--- config.mk ---
export PLATFORM = sky130hd
export DESIGN_NAME = pipeline_hazard_ctrl
export DESIGN_NICKNAME = d
export VERILOG_FILES = /design/src/rtl/rv32i_types.sv /design/src/rtl/load_use_detect.sv /design/src/rtl/pipeline_hazard_ctrl.sv
export SDC_FILE = /design/constraint.sdc
export NUM_CORES = 1
export LEC_CHECK = 0
export CORE_MARGIN = 2
export CORE_UTILIZATION = 35
export CTS_BUF_LIST = sky130_fd_sc_hd__clkbuf_2
export DETAILED_ROUTE_END_ITERATION = 7
export PLACE_DENSITY = 0.61
export SLEW_MARGIN = 20
export SYNTH_ARGS = -nofsm -noshare
export SYNTH_HDL_FRONTEND = slang
export SYNTH_SLANG_ARGS = --single-unit
--- constraint.sdc ---
create_clock -name clk -period 8.8 [get_ports clk]
set_clock_uncertainty 0.15 [all_clocks]
set_input_delay 2.64 -clock clk [delete_from_list [all_inputs] [get_ports clk]]
set_output_delay 2.64 -clock clk [all_outputs]
set_load 0.02 [all_outputs]
--- src/rtl/rv32i_types.sv ---
// Shared types for the RV32I pipeline control slice.
// Contents:
//   hazard_state_t : sequencer state (RUN, REDIR_PEND)
package rv32i_types;

  typedef enum logic {
    RUN        = 1'b0,
    REDIR_PEND = 1'b1
  } hazard_state_t;

endpackage

--- src/rtl/load_use_detect.sv ---
// Load-use hazard compare between the ID instruction sources and the EX load.
// Ports:
//   ex_mem_read            : EX instruction is a load
//   ex_rd                  : EX destination register
//   id_rs1, id_rs2         : ID source registers
//   id_use_rs1, id_use_rs2 : ID instruction reads rs1 / rs2
//   hz                     : ID must wait one cycle for the load result
module load_use_detect #(
  parameter int REG_W = 5
) (
  input  logic             ex_mem_read,
  input  logic [REG_W-1:0] ex_rd,
  input  logic [REG_W-1:0] id_rs1,
  input  logic [REG_W-1:0] id_rs2,
  input  logic             id_use_rs1,
  input  logic             id_use_rs2,
  output logic             hz
);

  // x0 is hardwired to zero, so a load targeting it never creates a dependency.
  assign hz = ex_mem_read && (ex_rd != '0) &&
              ((id_use_rs1 && (id_rs1 == ex_rd)) ||
               (id_use_rs2 && (id_rs2 == ex_rd)));

endmodule

--- src/rtl/pipeline_hazard_ctrl.sv ---
// Central load/flush sequencer for the five-stage RV32I pipeline.
// Arbitrates data-memory stalls, load-use hazards, fetch misses and EX
// redirects, and keeps performance counters.
//
// state      | meaning
// -----------+----------------------------------------------------------
// RUN        | normal issue; redirects applied at once when fetch is ready
// REDIR_PEND | redirect target latched, waiting for the wrong-path fetch
//            | to return so the PC can take the target
//
// Ports:
//   clk, rst                     : clock, async active-high reset
//   imem_resp                    : fetch data valid
//   dmem_req, dmem_resp          : MEM stage access pending / complete
//   id_rs1/2, id_use_rs1/2       : ID sources and their use flags
//   ex_rd, ex_mem_read           : EX destination and load flag
//   ex_br_taken                  : EX redirect request
//   load_pc, pc_sel_redirect     : PC enable and redirect mux select
//   redir_capture                : latch EX target into the redirect register
//   load_*, flush_*              : stage register enables / bubble inserts
//   stall_cycles, bubble_count,
//   redirect_count               : wrapping performance counters
module pipeline_hazard_ctrl
  import rv32i_types::*;
#(
  parameter int REG_W = 5,
  parameter int CNT_W = 32
) (
  input  logic             clk,
  input  logic             rst,
  input  logic             imem_resp,
  input  logic             dmem_req,
  input  logic             dmem_resp,
  input  logic [REG_W-1:0] id_rs1,
  input  logic [REG_W-1:0] id_rs2,
  input  logic             id_use_rs1,
  input  logic             id_use_rs2,
  input  logic [REG_W-1:0] ex_rd,
  input  logic             ex_mem_read,
  input  logic             ex_br_taken,
  output logic             load_pc,
  output logic             pc_sel_redirect,
  output logic             redir_capture,
  output logic             load_if_id,
  output logic             load_id_ex,
  output logic             load_ex_mem,
  output logic             load_mem_wb,
  output logic             flush_if_id,
  output logic             flush_id_ex,
  output logic [CNT_W-1:0] stall_cycles,
  output logic [CNT_W-1:0] bubble_count,
  output logic [CNT_W-1:0] redirect_count
);

  localparam logic [CNT_W-1:0] CNT_ONE = {{(CNT_W-1){1'b0}}, 1'b1};

  hazard_state_t state, state_nxt;
  logic          hz;
  logic          mem_ok;
  logic          if_ok;
  logic          inc_stall, inc_bubble, inc_redir;

  assign mem_ok = ~dmem_req | dmem_resp;
  assign if_ok  = imem_resp;

  load_use_detect #(.REG_W(REG_W)) u_load_use_detect (
    .ex_mem_read (ex_mem_read),
    .ex_rd       (ex_rd),
    .id_rs1      (id_rs1),
    .id_rs2      (id_rs2),
    .id_use_rs1  (id_use_rs1),
    .id_use_rs2  (id_use_rs2),
    .hz          (hz)
  );

  always_ff @(posedge clk or posedge rst) begin
    if (rst) state <= RUN;
    else     state <= state_nxt;
  end

  always_comb begin
    state_nxt = state;
    if (mem_ok) begin
      case (state)
        RUN:        if (ex_br_taken && !if_ok) state_nxt = REDIR_PEND;
        REDIR_PEND: if (if_ok)                 state_nxt = RUN;
        default:    state_nxt = RUN;
      endcase
    end
  end

  always_comb begin
    load_pc         = 1'b0;
    pc_sel_redirect = 1'b0;
    redir_capture   = 1'b0;
    load_if_id      = 1'b0;
    load_id_ex      = 1'b0;
    load_ex_mem     = 1'b0;
    load_mem_wb     = 1'b0;
    flush_if_id     = 1'b0;
    flush_id_ex     = 1'b0;
    inc_stall       = 1'b0;
    inc_bubble      = 1'b0;
    inc_redir       = 1'b0;
    if (rst) begin
      // everything held at zero
    end else if (!mem_ok) begin
      inc_stall = 1'b1;
    end else begin
      // Every path below advances the back end.
      load_id_ex  = 1'b1;
      load_ex_mem = 1'b1;
      load_mem_wb = 1'b1;
      case (state)
        RUN: begin
          if (ex_br_taken) begin
            // Redirect beats hz: the ID instruction is wrong-path anyway.
            redir_capture   = 1'b1;
            load_if_id      = 1'b1;
            flush_if_id     = 1'b1;
            flush_id_ex     = 1'b1;
            load_pc         = if_ok;
            pc_sel_redirect = if_ok;
            inc_redir       = if_ok;
          end else if (hz) begin
            flush_id_ex = 1'b1;
            inc_bubble  = 1'b1;
          end else if (!if_ok) begin
            load_if_id  = 1'b1;
            flush_if_id = 1'b1;
          end else begin
            load_pc    = 1'b1;
            load_if_id = 1'b1;
          end
        end
        default: begin
          // Returned wrong-path word is dropped; the PC takes the latched target.
          load_if_id      = 1'b1;
          flush_if_id     = 1'b1;
          flush_id_ex     = 1'b1;
          load_pc         = if_ok;
          pc_sel_redirect = if_ok;
          inc_redir       = if_ok;
        end
      endcase
    end
  end

  always_ff @(posedge clk or posedge rst) begin
    if (rst) begin
      stall_cycles   <= '0;
      bubble_count   <= '0;
      redirect_count <= '0;
    end else begin
      if (inc_stall)  stall_cycles   <= stall_cycles + CNT_ONE;
      if (inc_bubble) bubble_count   <= bubble_count + CNT_ONE;
      if (inc_redir)  redirect_count <= redirect_count + CNT_ONE;
    end
  end

endmodule

Yosys cells after proc, flatten, opt, wreduce, memory -nomap -nowiden
Cells that the tools add are included.
{ "totals": {"regBits": 97, "out_inout_bits": 105, "inputBits": 24, "elab_cells": 60} }
{ "op_classes": {"muxes": 40, "reduce_logical": 8, "bitwise": 3, "n_addsub": 3, "eq_ne": 2} }
{ "op_table": {"columns": ["operator", "n"], "rows": [
  ["adder 32 x 1 -> 32 bit, second input constant", 3],
  ["2-to-1 mux 1 bit", 39],
  ["equality test 5 bit", 2],
  ["logical AND 1 bit", 5],
  ["nonzero test 5 bit", 1],
  ["inverter 1 bit", 2],
  ["one-hot mux 1 bit (2 select lines)", 1],
  ["logical NOT 1 bit", 1],
  ["logical OR 1 bit", 1],
  ["bitwise OR 1 bit", 1]
]} }

Longest topological paths before layout
Gate-level depths: netlist of run 1.
{ "depth": {"word_depth": 9, "mapped_depth": 7, "ltp_nobuf": 6} }

Cells and area by module
Synthesis of run 1 repeated with hierarchy kept, for this count alone.
{ "unflattened": {"hier_cells": 412, "area_unflattened_um2": 4621.9} }
{ "by_module_without_submodules": {"columns": ["mod", "seq_area_each_um2", "area_each_um2", "instances", "cells_each"], "rows": [
  ["pipeline_hazard_ctrl", 2427.3, 4488.1, 1, 395],
  ["load_use_detect", 0.0, 133.9, 1, 17]
]} }

Least setup slack after synthesis of run 1
No wires, ideal clock.
{ "synth_path": {"path_type": "input to output", "from": "input rst", "to": "output load_pc", "cell_stages": 5, "n_path_buf": 0, "arrival_ps": 5823, "path_slack_ps": 187, "t_required_ps": 6010, "cell_sequence": "inv_1 nand2_1 inv_1 nand2_1 a21oi_1"} }
{ "synth_via": {"elab_chain_cells": 1} }
{ "synth_rtl": {"columns": ["item", "line", "rtl"], "rows": [
  ["start: declaration", "pipeline_hazard_ctrl.sv:30", "input logic rst,"],
  ["2-to-1 mux 1 bit", "pipeline_hazard_ctrl.sv:105", "if (rst) begin"],
  ["end: declaration", "pipeline_hazard_ctrl.sv:41", "output logic load_pc,"]
]} }
No other way between the ends.

Worst setup path after layout of run 1
{ "layout_path": {"from": "input ex_rd[2]", "to": "output flush_id_ex"} }
{ "layout_via": {"elab_chain_cells": 9, "word_cells_on_any_way": 13, "classes_between": "eq/ne: 2; mux: 5; reduce/logical: 6"} }
{ "layout_rtl": {"columns": ["item", "line", "rtl"], "rows": [
  ["start: declaration", "pipeline_hazard_ctrl.sv:38", "input logic [REG_W-1:0] ex_rd,"],
  ["equality test 5 bit, on equally long branches", "load_use_detect.sv:22, load_use_detect.sv:23", null],
  ["logical AND 1 bit, on equally long branches", "load_use_detect.sv:22, load_use_detect.sv:23", null],
  ["logical OR 1 bit", "load_use_detect.sv:22", "((id_use_rs1 && (id_rs1 == ex_rd)) ||"],
  ["logical AND 1 bit (*)", "load_use_detect.sv:21", "assign hz = ex_mem_read && (ex_rd != '0) &&"],
  ["2-to-1 mux 1 bit (*)", "pipeline_hazard_ctrl.sv:125", "end else if (hz) begin"],
  ["2-to-1 mux 1 bit (*)", "pipeline_hazard_ctrl.sv:116", "if (ex_br_taken) begin"],
  ["2-to-1 mux 1 bit (*)", "pipeline_hazard_ctrl.sv:114", "case (state)"],
  ["2-to-1 mux 1 bit (*)", "pipeline_hazard_ctrl.sv:107", "end else if (!mem_ok) begin"],
  ["2-to-1 mux 1 bit (*)", "pipeline_hazard_ctrl.sv:105", null],
  ["end: declaration", "pipeline_hazard_ctrl.sv:49", "output logic flush_id_ex,"]
]} }
Every way passes the cells marked *; elsewhere a longest branch is shown, timed or not.

==> flow_summary.json, run 1 <==
{
  "status": "completed",
  "postCtsHoldBufs": 0,
  "antenna_found_initial": 1,
  "yosysWarnings": 0,
  "grt-ovfl-total": 0,
  "fin_setup_tns_ns": 0,
  "r2r_slack_ns": 6.33,
  "finalSetupViolCount": 0,
  "leakagePower_nw": 2.73,
  "dpl.hpwl_um": 8300,
  "slowest_stage": "clkdlybuf4s50_1",
  "drt_iter0_drc": 258,
  "antenna_left": 0,
  "synth.distinct_cells": 41,
  "switching_share_pct": 31.6,
  "hp-start": "stall_cycles[31]",
  "min_path_cells": 1,
  "fin_crit_sh_pct": 90.8,
  "critical_path_class": "input port to output port",
  "netlist_instances": 433,
  "drc": 0,
  "max_stage_delay_ns": 0.60,
  "cts_resized": 0,
  "clk_pin_slew_ns": 0.30,
  "yosysSeqAreaShare_pct": 50.7,
  "drt_first_pass_iters": 5,
  "critical_path.reg2reg.endpoint": "redirect_count[24]",
  "fin_ws_ns": 0.811,
  "power_switching_mw": 0.284,
  "routedWlPerCell_um": 15.5,
  "max_cap_viol_count": 0,
  "power_mw": 0.898,
  "layout_commonest_cell": "clkdlybuf4s50_1",
  "finalHoldViolations": 0,
  "die_height_um": 121,
  "cts_max_level": 3,
  "final_max_slew_viol_count": 0,
  "post-route-util_pct": 47.9,
  "max_freq_ghz": 0.125,
  "synth_fp_nets": 460,
  "internal-power_mw": 0.614,
  "synth_ff_type": "dfrtp_1",
  "cp.arrival_ns": 5.20,
  "cp_max_fo": 32,
  "track_usage_pct": 16.4,
  "synthToLayoutAreaGrowth_pct": 32.9,
  "rsz0062_at_grt": "no",
  "worstSetupStartpointType": "input port",
  "io_pins": 129,
  "placed_cell_area_mm2": 0.00624,
  "holdPathEnd": "stall_cycles[31]",
  "insertion_delay_ns": 0.61,
  "place_worst_setup_slack_ns": 0.827,
  "grt_max_degree": 64,
  "worst_pin_slew_ns": 1.10,
  "peakVddDrop_uv": 49.7,
  "critPathTopFamily": "buffers and inverters",
  "grt_pass1_wl_um": 19000,
  "synthArstFlopShare_pct": 100,
  "max-clock-path-buffers": 2,
  "die_w_um": 121,
  "crit_chain": "clkdlybuf4s50_1 -> xor2_1 -> nor4_1 -> a32oi_2 -> buf_4 -> nor2b_1 -> o31a_1 -> clkdlybuf4s50_1",
  "r2r_cells": 5,
  "crit_buf_inv": 3,
  "synth_edf_count": 0,
  "final_cell_area_mm2": 0.00637,
  "rows": 42,
  "p_per_area_mw_per_mm2": 141,
  "sequentialPowerShare_pct": 56.0,
  "postSynthAreaPerCell_um2": 11.1,
  "clock_sinks": 97,
  "layout_common_cells": "clkdlybuf4s50_1 (128), dfrtp_1 (97), xor2_1 (54)",
  "min_path_type": "flip-flop to flip-flop",
  "period_needed_ns": 7.99,
  "pwr-share-clk_pct": 26.5,
  "fin_nets": 591,
  "worstPathRequired_ns": 6.01,
  "cts_buffers": 9,
  "io_buffers": 128,
  "r2r-start": "state",
  "synth-seq-cells": 97,
  "vias": 3707,
  "core_mm2": 0.0133,
  "grt_pass1_vias": 3830,
  "drive_gt1_share_pct": 8.79,
  "cpMostUsedCell": "clkdlybuf4s50_1",
  "power_frac_comb_pct": 17.5,
  "post-cts-setup-buffers": 0,
  "drt_wl_total_um": 11600,
  "dieArea_mm2": 0.0146,
  "start_util_pct": 36.0,
  "slew_headroom_pct": 26.0,
  "clock-root-buffer": "clkbuf_2",
  "routed_via_density": 4.97,
  "routabilityCongestion": 0.801,
  "worstSetupEndpointType": "output port",
  "cts_tree": "done",
  "syn_area_mm2": 0.00479
}
## synthesized netlist by cell type (2+ instances only)
cell / instances / area, um2
a21oi_1: 4 / 20.0
and2_1: 5 / 31.3
and3_1: 9 / 56.3
and4_1: 8 / 70.1
buf_2: 2 / 10.0
buf_4: 6 / 45.0
buf_6: 2 / 22.5
dfrtp_1: 97 / 2430
ha_1: 3 / 37.5
inv_1: 9 / 33.8
mux2_2: 2 / 22.5
nand2_1: 37 / 139
nand3_1: 28 / 140
nand4_1: 32 / 200
nor2_1: 25 / 93.8
nor2b_1: 2 / 12.5
nor3_1: 17 / 85.1
nor3_2: 3 / 30.0
nor3b_1: 2 / 15.0
nor4_1: 2 / 12.5
nor4_2: 16 / 200
nor4b_2: 3 / 45.0
xnor2_1: 48 / 420
xor2_1: 54 / 473
## how the worst max path moves through the flow
stage                         from     endpoint  slack [ns]  cells past startpoint
after floorplan                rst      load_pc        0.19                      5
after global placement    ex_rd[3]  flush_id_ex        0.93                      8
after detailed placement  ex_rd[2]  flush_id_ex        0.83                      8
after CTS                 ex_rd[2]  flush_id_ex        0.81                      8
after global routing      ex_rd[2]  flush_id_ex        0.65                      8
final                     ex_rd[2]  flush_id_ex        0.81                      8
## flip-flops by register name, summed over array words and instances, names as in the netlist
signal / flops
bubble_count: 32
stall_cycles: 32
redirect_count: 32
state: 1
## final cells by class
class / instances / area [um2]
timing repair buffer: 130 / 1300
multi-input combinational: 317 / 2260
fill: 1246 / 6930
sequential: 97 / 2430
antenna: 1 / 2.50
clock inverter: 7 / 80.1
inverter: 9 / 36.3
tap: 176 / 220
clock buffer: 9 / 45.0
## worst reg2reg max path: cells and delay by family (launching register included)
| kind | cells | cell delay [ns] |
|---|---|---|
| XOR/XNOR | 1 | 0.16 |
| AND/OR/NAND/NOR | 3 | 1.41 |
| AO/OA/AOI/OAI | 1 | 0.19 |
| flip-flops | 1 | 0.51 |
## stage by stage
stage | instances | hold WS, ns
2_1_floorplan | 433 | 0.416
3_3_place_gp | 729 | 0.309
3_5_place_dp | 729 | 0.312
4_1_cts | 745 | 0.346
5_1_grt | 746 | 0.368
6_report | 746 | 0.345
## power by group through the flow
stage / registers [mW] / logic [mW] / clock network [mW]
global route: 0.507 / 0.172 / 0.264
finish: 0.503 / 0.157 / 0.238
detailed placement: 0.510 / 0.159 / 0
CTS: 0.503 / 0.160 / 0.246
global placement: 0.509 / 0.156 / 0
floorplan: 0.528 / 0.0561 / 0
## cells by family (layout without fill, tap and decap cells)
family	after synthesis	in the layout	synth area share, %
AOI/OAI and AO/OA	10	10	1.31
xor gates and xnor gates	103	103	19.0
adders and majority gates	3	3	0.783
buffers and inverters	19	155	2.32
DFF	97	97	50.7
muxes	3	3	0.705
other	0	1	0
and+or+nand+nor	198	198	25.2
## per-layer routing
metal  vias to the layer above  global-route usage, %  routed length (um)
li1                       1770                      -                   -
met1                      1822                   21.2                5260
met2                        95                   25.5                5270
met3                        20                   4.84                 708
met4                         0                   7.27                 318
met5                         -                      0                   0
Power figures use the tool's default switching activity.
==> inputs of run 2 (changes only) <==
--- a/config.mk
+++ b/config.mk
@@ -13,4 +13,5 @@
 export SLEW_MARGIN = 20
 export SYNTH_ARGS = -nofsm -noshare
 export SYNTH_HDL_FRONTEND = slang
+export SYNTH_HIERARCHICAL = 1
 export SYNTH_SLANG_ARGS = --single-unit
==> run 2 against run 1 <==
Largest power group unchanged. Routed wire length fell by 6.4%. Worst setup slack got worse by 0.035 ns. Power fell by 7.9%. Synthesized cell count fell by 4.8%. Design area fell by 3.2%.
==> flow_summary.json, run 2 <==
{
  "cts_resized": 0,
  "cp.arrival_ns": 5.23,
  "worstPathRequired_ns": 6.01,
  "synth_fp_nets": 439,
  "rsz0062_at_grt": "no",
  "peakVddDrop_uv": 104,
  "fin_ws_ns": 0.776,
  "cp_max_fo": 3,
  "clock_sinks": 97,
  "max_cap_viol_count": 0,
  "max_freq_ghz": 0.125,
  "cts_tree": "done",
  "holdPathEnd": "redirect_count[31]",
  "power_frac_comb_pct": 17.6,
  "synthToLayoutAreaGrowth_pct": 33.4,
  "max-clock-path-buffers": 2,
  "synth-seq-cells": 97,
  "pwr-share-clk_pct": 21.7,
  "netlist_instances": 412,
  "cpMostUsedCell": "clkdlybuf4s50_1",
  "power_switching_mw": 0.250,
  "critical_path.reg2reg.endpoint": "bubble_count[29]",
  "p_per_area_mw_per_mm2": 134,
  "status": "completed",
  "drt_wl_total_um": 10800,
  "antenna_left": 0,
  "layout_common_cells": "clkdlybuf4s50_1 (128), dfrtp_1 (97), xnor2_1 (62)",
  "clk_pin_slew_ns": 0.24,
  "r2r_slack_ns": 6.39,
  "min_path_cells": 1,
  "worstSetupStartpointType": "input port",
  "die_height_um": 119,
  "worst_pin_slew_ns": 0.814,
  "hp-start": "redirect_count[31]",
  "met2_usage_pct": 24.1,
  "start_util_pct": 36.2,
  "reg.largest.list": "bubble_count (32), redirect_count (32), stall_cycles (32)",
  "rows": 41,
  "yosysWarnings": 6,
  "layout_commonest_cell": "clkdlybuf4s50_1",
  "grt_pass1_vias": 3502,
  "leakagePower_nw": 2.72,
  "crit_chain": "clkdlybuf4s50_1 -> xor2_1 -> nor4_2 -> nand3_1 -> a21oi_1 -> or3b_4 -> and3_2 -> and2_1 -> clkdlybuf4s50_1",
  "slowest_stage": "clkdlybuf4s50_1",
  "vias": 3542,
  "synth_top_cell_area_share_pct": 52.5,
  "synth_ff_type": "dfrtp_1",
  "routabilityCongestion": 0.837,
  "yosysTopAreaCell": "dfrtp_1",
  "fin_cells": 721,
  "core_mm2": 0.0128,
  "clock-root-buffer": "clkbuf_2",
  "min_path_type": "flip-flop to flip-flop",
  "slew_headroom_pct": 45.8,
  "top_usage_layer": "met2",
  "io_pins": 129,
  "hold-worst-slack_ns": 0.343,
  "internal-power_mw": 0.577,
  "track_usage_pct": 16.0,
  "io_buffers": 128,
  "dieArea_mm2": 0.0141,
  "synthArstFlopShare_pct": 100,
  "drive_gt1_share_pct": 7.10,
  "yosys.cell_count.top_type": "dfrtp_1",
  "critical_path_class": "input port to output port",
  "fin_nets": 572,
  "drt_iter0_drc": 166,
  "met1_usage_pct": 22.2,
  "use_met3_pct": 3.98,
  "switching_share_pct": 30.2,
  "synth.area.top_cells": "dfrtp_1 (53%), xnor2_1 (12%), xor2_1 (7.8%), nand3_1 (3.8%), nand4_1 (3.0%)",
  "grt_pass1_wl_um": 18200,
  "die_w_um": 119,
  "drc": 0,
  "finalSetupViolCount": 0,
  "drt_first_pass_iters": 4,
  "critPathTopFamily": "simple AND/OR/NAND/NOR gates",
  "fin_crit_sh_pct": 91.2,
  "routed_via_density": 4.91,
  "cts_max_level": 3,
  "grt-ovfl-total": 0,
  "r2r_cells": 5,
  "post-cts-setup-buffers": 0,
  "r2r-start": "state",
  "synth.distinct_cells": 42,
  "place_worst_setup_slack_ns": 0.799,
  "fin_setup_tns_ns": 0,
  "postCtsHoldBufs": 0,
  "cts_buffers": 9,
  "dp.cells": 706,
  "postSynthAreaPerCell_um2": 11.2,
  "sequentialPowerShare_pct": 60.6,
  "diodes": 0,
  "yosysSeqAreaShare_pct": 52.5,
  "syn_area_mm2": 0.00462,
  "period_needed_ns": 8.02,
  "grt_max_degree": 65,
  "antenna_found_initial": 0,
  "crit_buf_inv": 2,
  "worstSetupEndpointType": "output port",
  "insertion_delay_ns": 0.58,
  "synth_edf_count": 0,
  "finalHoldViolations": 0,
  "dpl.hpwl_um": 7990,
  "routedWlPerCell_um": 15.0,
  "max_stage_delay_ns": 0.53,
  "final_max_slew_viol_count": 0,
  "ys_top_cells_by_count": "dfrtp_1 (97), xnor2_1 (62), xor2_1 (41), nand3_1 (35), nand2_1 (34)",
  "post-route-util_pct": 48.3
}
## run 2: logic make-up (layout without fill, tap and decap cells)
kind of cell | after synthesis | after routing | synth area share, %
AOI/OAI and AO/OA | 6 | 6 | 0.758
adders and majority gates | 3 | 3 | 0.812
DFF | 97 | 97 | 52.5
muxes | 2 | 2 | 0.487
buffers and inverters | 11 | 148 | 1.16
and+or+nand+nor | 190 | 190 | 24.7
xor gates and xnor gates | 103 | 103 | 19.5
## run 2: final cells by class
| class | count | area, um2 |
|---|---|---|
| fillers | 1192 | 6610 |
| flip-flops and latches | 97 | 2430 |
| multi-input cells | 304 | 2140 |
| repair buffers | 129 | 1290 |
| well taps | 172 | 215 |
| clock buffers | 11 | 55.1 |
| clock inverters | 4 | 21.3 |
| inverters | 4 | 17.5 |
## run 2: metrics by stage
step	total power [mW]	area, um2
finish	0.827	6170
CTS	0.842	6170
global placement	0.655	6090
detailed placement	0.657	6090
floorplan	0.574	4620
global route	0.877	6170
## run 2: routing by layer
metal / routed length [um] / vias to the layer above
met2: 4990 / 103
met1: 5080 / 1723
li1: - / 1702
met5: 0 / -
met4: 175 / 0
met3: 571 / 14
## run 2: power groups by stage
| stage | sequential [mW] | clock, mW | combinational [mW] |
|---|---|---|---|
| floorplan | 0.527 | 0 | 0.0471 |
| global placement | 0.508 | 0 | 0.147 |
| detailed placement | 0.509 | 0 | 0.148 |
| CTS | 0.502 | 0.191 | 0.149 |
| global route | 0.507 | 0.212 | 0.158 |
| finish | 0.501 | 0.180 | 0.146 |
## run 2: how the worst max path moves through the flow
stage / start / cells after the start / to
final: ex_rd[0] / 9 / load_pc
after global routing: ex_rd[1] / 9 / flush_if_id
after CTS: ex_rd[0] / 9 / load_pc
after detailed placement: ex_rd[0] / 9 / load_pc
after global placement: ex_rd[1] / 9 / load_pc
after floorplan: rst / 3 / flush_if_id
==> inputs of run 3 (changes only) <==
--- a/config.mk
+++ b/config.mk
@@ -5,6 +5,7 @@
 export SDC_FILE = /design/constraint.sdc
 export NUM_CORES = 1
 export LEC_CHECK = 0
+export CAP_MARGIN = 25
 export CORE_MARGIN = 2
 export CORE_UTILIZATION = 35
 export CTS_BUF_LIST = sky130_fd_sc_hd__clkbuf_2
==> results of run 3 <==
No change in the layout: final DEF, timing and power equal those of run 2.
